===== src/rtl/safe_pkg.sv =====
// Shared definitions for the safe keypad path.
//
// Contents:
//   DEF_DIGIT_W  - default width of one keypad digit
//   DEF_CODE_LEN - default number of digits per code
//   DIGIT_MAX    - largest legal decimal keypad digit (used when
//                  DIGIT_RANGE_CHECK_EN is defined)
//   buf_state_t  - code buffer states {IDLE, COLLECT, READY}
package safe_pkg;

  localparam int DEF_DIGIT_W  = 4;
  localparam int DEF_CODE_LEN = 4;
  localparam int DIGIT_MAX    = 9;

  typedef enum logic [1:0] {
    IDLE    = 2'd0,
    COLLECT = 2'd1,
    READY   = 2'd2
  } buf_state_t;

endpackage : safe_pkg


===== src/rtl/entry_counter.sv =====
// Saturating digit counter for the code entry buffer.
//
// Ports:
//   clk         - system clock, rising edge
//   sys_reset_n - asynchronous active-low reset
//   clear       - synchronous clear to zero (wins over inc)
//   inc         - advance the count by one; ignored when full
//   count       - current count, 0..CODE_LEN
//   full        - count equals CODE_LEN
module entry_counter #(
  parameter int CODE_LEN = 4
) (
  input  logic       clk,
  input  logic       sys_reset_n,
  input  logic       clear,
  input  logic       inc,
  output logic [3:0] count,
  output logic       full
);

  logic [3:0] count_d, count_q;

  assign full  = (count_q == 4'(CODE_LEN));
  assign count = count_q;

  always_comb begin
    count_d = count_q;
    if (clear)             count_d = '0;
    else if (inc && !full) count_d = count_q + 4'd1;
  end

  // NOTE: state flops use non-blocking assignments so every flop samples
  // the values from before the edge, regardless of block ordering.
  always_ff @(posedge clk or negedge sys_reset_n) begin
    if (!sys_reset_n) count_q <= '0;
    else              count_q <= count_d;
  end

endmodule : entry_counter


===== src/rtl/code_entry_buffer.sv =====
// Code entry buffer: collects keypad digits on store/increment strobes and
// hands a complete code to the safe controller with a ready/ack handshake.
//
// Ports:
//   clk, sys_reset_n        - clock and asynchronous active-low reset
//   digit_in                - keypad digit, sampled on store_digit_pulse
//   store_digit_pulse       - write digit_in into slot[digit_count]
//   increment_counter_pulse - advance digit_count
//   clear_entry             - level, clears everything, highest priority
//   code_ready_ack          - controller has consumed entered_code
//   entered_code            - slot 0 in the LSBs
//   digit_count             - digits accepted so far
//   code_ready              - full code valid until acknowledged
//   overflow_err            - sticky: strobe arrived while READY
//   invalid_digit           - only with DIGIT_RANGE_CHECK_EN: one-cycle pulse
//                             when a store strobe carries a digit > 9
//
// Optional feature macro: DIGIT_RANGE_CHECK_EN
module code_entry_buffer
  import safe_pkg::*;
#(
  parameter int DIGIT_W  = DEF_DIGIT_W,
  parameter int CODE_LEN = DEF_CODE_LEN
) (
  input  logic                         clk,
  input  logic                         sys_reset_n,
  input  logic [DIGIT_W-1:0]           digit_in,
  input  logic                         store_digit_pulse,
  input  logic                         increment_counter_pulse,
  input  logic                         clear_entry,
  input  logic                         code_ready_ack,
  output logic [CODE_LEN*DIGIT_W-1:0]  entered_code,
  output logic [3:0]                   digit_count,
`ifdef DIGIT_RANGE_CHECK_EN
  output logic                         invalid_digit,
`endif
  output logic                         code_ready,
  output logic                         overflow_err
);

  buf_state_t         state_d, state_q;
  logic [DIGIT_W-1:0] slot_d [CODE_LEN];
  logic [DIGIT_W-1:0] slot_q [CODE_LEN];
  logic               overflow_d, overflow_q;
  logic               invalid_d, invalid_q;
  logic               cnt_clear, cnt_inc, cnt_full;
  logic               strobe, reject, last_digit;

  entry_counter #(.CODE_LEN(CODE_LEN)) u_counter (
    .clk         (clk),
    .sys_reset_n (sys_reset_n),
    .clear       (cnt_clear),
    .inc         (cnt_inc),
    .count       (digit_count),
    .full        (cnt_full)
  );

  assign strobe     = store_digit_pulse | increment_counter_pulse;
  assign last_digit = (digit_count == 4'(CODE_LEN - 1));

`ifdef DIGIT_RANGE_CHECK_EN
  // An out-of-range digit kills the whole strobe, including a paired increment.
  assign reject = store_digit_pulse && (digit_in > DIGIT_W'(DIGIT_MAX));
`else
  assign reject = 1'b0;
`endif

  // NOTE: every variable gets a default at the top of the block so no path
  // leaves it unassigned, which would infer a latch.
  always_comb begin
    state_d    = state_q;
    slot_d     = slot_q;
    overflow_d = overflow_q;
    invalid_d  = 1'b0;
    cnt_clear  = 1'b0;
    cnt_inc    = 1'b0;

    if (clear_entry) begin
      state_d    = IDLE;
      overflow_d = 1'b0;
      cnt_clear  = 1'b1;
      for (int i = 0; i < CODE_LEN; i++) slot_d[i] = '0;
    end else begin
      unique case (state_q)
        IDLE, COLLECT: begin
          if (strobe) begin
            invalid_d = reject;
            if (!reject) begin
              // Store uses the pre-increment count as the slot index.
              if (store_digit_pulse && !cnt_full) begin
                for (int i = 0; i < CODE_LEN; i++)
                  if (digit_count == 4'(i)) slot_d[i] = digit_in;
              end
              cnt_inc = increment_counter_pulse;
              state_d = (increment_counter_pulse && last_digit) ? READY : COLLECT;
            end
          end
        end
        READY: begin
          // Strobes never touch the held code; they only flag the overflow.
          if (strobe) overflow_d = 1'b1;
          if (code_ready_ack) begin
            state_d   = IDLE;
            cnt_clear = 1'b1;
            for (int i = 0; i < CODE_LEN; i++) slot_d[i] = '0;
          end
        end
        default: state_d = IDLE;
      endcase
    end
  end

  // NOTE: the slot array is reset because the code must read as zero after
  // reset; it is small enough to be plain flops rather than a RAM.
  always_ff @(posedge clk or negedge sys_reset_n) begin
    if (!sys_reset_n) begin
      state_q    <= IDLE;
      overflow_q <= 1'b0;
      invalid_q  <= 1'b0;
      for (int i = 0; i < CODE_LEN; i++) slot_q[i] <= '0;
    end else begin
      state_q    <= state_d;
      overflow_q <= overflow_d;
      invalid_q  <= invalid_d;
      slot_q     <= slot_d;
    end
  end

  always_comb begin
    entered_code = '0;
    for (int i = 0; i < CODE_LEN; i++)
      entered_code[i*DIGIT_W +: DIGIT_W] = slot_q[i];
  end

  assign code_ready   = (state_q == READY);
  assign overflow_err = overflow_q;

`ifdef DIGIT_RANGE_CHECK_EN
  assign invalid_digit = invalid_q;
`else
  // Without the range check the pulse flop has no load and is trimmed away.
  logic unused_invalid;
  assign unused_invalid = invalid_q;
`endif

endmodule : code_entry_buffer


===== config.mk =====
export PLATFORM = sky130hd
export DESIGN_NAME = code_entry_buffer
export DESIGN_NICKNAME = d
export VERILOG_FILES = /design/src/rtl/safe_pkg.sv /design/src/rtl/entry_counter.sv /design/src/rtl/code_entry_buffer.sv
export SDC_FILE = /design/constraint.sdc
export NUM_CORES = 1
export LEC_CHECK = 0
export ABC_CLOCK_PERIOD_IN_PS = 1500
export BUFFER_PORTS_ARGS = -buffer_cell sky130_fd_sc_hd__buf_2
export CORE_UTILIZATION = 45
export DETAILED_ROUTE_END_ITERATION = 12
export PLACE_DENSITY = 0.75
export SLEW_MARGIN = 20
export SYNTH_ARGS = -nofsm -noshare
export SYNTH_HDL_FRONTEND = slang
export SYNTH_SLANG_ARGS = --single-unit

===== constraint.sdc =====
create_clock -name clk -period 1.5 [get_ports clk]
set_input_delay 0.075 -clock clk [delete_from_list [all_inputs] [get_ports clk]]
set_output_delay 0.075 -clock clk [all_outputs]
set_load 0.05 [all_outputs]

==> summary.md <==
| Metric | Value |
|---|---|
| Portion of the clock cycle consumed by the worst path in the final layout | `110.6%` |
| Instance count of the mapped netlist | `85` |
| Share of the synthesized area in the top cell type | `53.49%` |
| Setup repair after global routing missed its margin | `true` |
| Root Buffer Master | `clkbuf_4` |
| Total count of max-transition violations in the final report | `0` |
| Final setup margin | `-0.1588 ns` |
| Crit path arrival time | `1.88 ns` |
| Violations in the final reports | `setup timing` |
| Biggest area consumer among synthesized cells | `dfrtp_1` |
| Relative contribution of combinational cells to total power | `30.8%` |
| Final global-route overflow total | `0` |
| Endpoints failing setup | `17` |
| Synth cell count leaders | `dfrtp_1 (23), mux2_2 (16), nor2_1 (6)` |
| CTS H-tree lvls | `1` |
| Switching share of power | `37.12%` |
| Maximum operating frequency | `602.8 MHz` |
| Number of rows in the core area | `17` |
| Switching power of the nets | `0.0005408 W` |
| Via density per instance | `4.925` |
| Yosys Warn Count | `0` |
| Type of element capturing the critical path | `register` |
| Clk pwr share | `20.6%` |
| Utilization after layout | `64.09%` |
| Worst hold path stage count | `2` |
| Top_reg_cell synth | `dfrtp_1` |
| Sequential-to-total area share from yosys stat | `53.49%` |
| FF-to-FF path depth | `6` |
| Number of enable flip-flop cells after synthesis | `0` |
| Area of the placeable core | `2233 µm²` |
| Critical Path Start | `u_counter.count[0]` |
| Skew-Pair Late Insertion Delay | `0.32 ns` |
| Reg-to-reg startpoint | `u_counter.count[0]` |
| Number of buffers between clock root and the deepest sink | `2` |
| Tightest Hold Check Type | `in2reg` |
| Avg Synthesized Cell Area | `12.66 µm²` |
| Final Skew | `0.006284 ns` |
| Most area-consuming cells after synthesis | `dfrtp_1 (53%), mux2_2 (17%), ha_1 (4.7%)` |
| Die area | `2591 µm²` |
| Slew @ Worst Pin | `0.5001 ns` |
| Synthesized Nets | `99` |
| Count of input and output buffers | `31` |
| Global-route wire length before repair | `3884 µm` |
| Final Hold Fails | `0` |
| Power density over the cells | `1018 nW/µm²` |
| Share of total power in sequential cells | `48.5%` |
| Post-synthesis register bit count | `23` |
| Critical path data required time | `1.72 ns` |
| Final wirelength | `2245 µm` |
| R2R Path End | `entered_code[14]` |
| Max-Cap Viols | `0` |
| Initial antenna violation count | `0` |
| DP Wirelength | `1770 µm` |
| Crit-path max FO | `4` |
| First-pass iteration count of the detailed router | `1` |
| Flop2flop setup slack | `-0.16 ns` |
| Initial cell density of the core | `48.18%` |
| Kind of launch point of the worst setup path | `register` |
| Async set or reset register ratio after synthesis | `100.0%` |
| Gpl congestion | `0.8127` |
| Status | `complete, but fails checks` |
| Leakage power of the design | `0.7285 nW` |
| Diode count | `0` |
| Share of final-layout standard cells stronger than drive strength 1 | `59.85%` |
| Detailed-route via count | `788` |
| Maximum number of pins on one net before global-route repair | `24` |
| Worst Setup Path Type | `reg2reg` |
| Relative max-transition margin | `66.66%` |
| Design internal power | `0.0009163 W` |
| Clock edge transition at the registers on the reported setup and hold paths | `0.13 ns` |
| Number of DRC markers in iteration 0 | `0` |
| # nets final | `147` |
| Unique masters post-synth | `25` |
| Final worst path period need | `1.659 ns` |
| CTS Buf Count | `3` |
| Remaining antenna violation count after routing | `0` |
| Vias in the first global route | `845` |
| Worst supply voltage drop on vdd | `0.6799 mV` |
| Die extent in y | `50.90 µm` |
| TritonCTS clock tree | `done` |
| Horiz. Die Dim | `50.90 µm` |
| Clock sink total | `23` |
| I/O pins | `32` |
| Final total power | `0.001457 W` |
| Destination of the critical timing path | `entered_code[14]` |
| Count leader, synth | `dfrtp_1` |
| Layout area overhead | `33.02%` |
| GRT Overall Usage | `20.60%` |
| Setup repair bufs after CTS | `0` |
| Cell area after synthesis | `1076 µm²` |
| Routed WL per cell | `14.03 µm` |
| Number of design rule violations left after detail routing | `0` |
[power by group through the flow]
stage	clock (W)	sequential [W]	combinational [W]
2_1_floorplan	0	0.000916	0.000118
3_3_place_gp	0	0.000715	0.000437
3_5_place_dp	0	0.000719	0.000445
4_1_cts	0.000309	0.000708	0.000449
5_1_grt	0.000336	0.000713	0.000473
6_report	0.000301	0.000707	0.000449
[final cells by class]
class                   instances  area, µm²
flip-flops and latches         23      578.1
multi-input cells              58      521.8
repair buffers                 43      251.5
inverters                       4      15.01
fillers                       200      802.0
well taps                      28      35.03
clock inverters                 1      7.507
clock buffers                   3      22.52
[cells in the final DEF, fill, tap and decap left out, drive strengths merged, types with 2 or more instances in the layout]
cell	synthesis	layout
ha	4	4
o21ai	2	2
nor2	7	7
clkbuf	0	3
a21oi	6	6
and2b	2	2
mux2	16	16
nand3	3	3
buf	0	42
and2	4	4
nand2	4	4
dfrtp	23	23
inv	4	4
[timing repair]
action / 4_1_cts / 5_1_grt
gates resized for setup: 1 / 3
pin swaps: 3 / 2
hold endpoints to repair: 23 / 0
hold buffers: 1 / 0
setup endpoints to repair: 18 / 19
[cell families after synthesis]
kind of cell,count (synthesis),synth area share [%]
multiplexers,17,17.67
flip-flops,23,53.49
XOR/XNOR,2,1.628
AO/OA/AOI/OAI,12,8.954
buffers and inverters,4,1.395
adder cells (fa/ha/maj),4,4.651
AND/OR/NAND/NOR,23,12.21
[stage by stage]
stage	TNS, ns	worst slack (ns)	hold WS, ns	std cells	cell area, µm²
5_1_grt	-3.908	-0.2557	0.02471	160	1431
4_1_cts	-2.412	-0.1604	0.02012	160	1420
3_3_place_gp	-1.834	-0.1255	0.06714	155	1375
6_report	-2.428	-0.1588	0.02408	160	1431
3_5_place_dp	-2.533	-0.1684	0.07187	155	1375
2_1_floorplan	-5.188	-0.3115	-0.2206	85	1102
[sequential cells by signal, summed over array words and instances, names as in the netlist]
register	flops
overflow_err	1
entered_code	16
u_counter.count	4
state_q	2
[critical path, cell delays in order, from the launching register on]
cell and delay (ns):
dfrtp_2 0.43, inv_2 0.08, ha_4 0.13, nand3b_1 0.14, a221oi_4 0.36, a21oi_2 0.13
mux2_2 0.29
[routing by layer]
| layer | wire [µm] | GRT usage [%] | vias to the layer above |
|---|---|---|---|
| li1 | - | - | 388 |
| met1 | 997 | 24.90 | 382 |
| met2 | 1159 | 36.62 | 14 |
| met3 | 55 | 2.679 | 4 |
| met4 | 32 | 8.333 | 0 |
| met5 | 0 | 0 | - |
[how the worst min path moves through the flow]
stage / from / endpoint / slack, ns
after floorplan: sys_reset_n / entered_code[0] / -0.22
final: store_digit_pulse / state_q[0] / 0.02
after global routing: store_digit_pulse / state_q[0] / 0.02
after detailed placement: sys_reset_n / state_q[0] / 0.07
after CTS: store_digit_pulse / state_q[0] / 0.02
after global placement: sys_reset_n / overflow_err / 0.07
No activity file was read; power rests on OpenSTA's default activity.
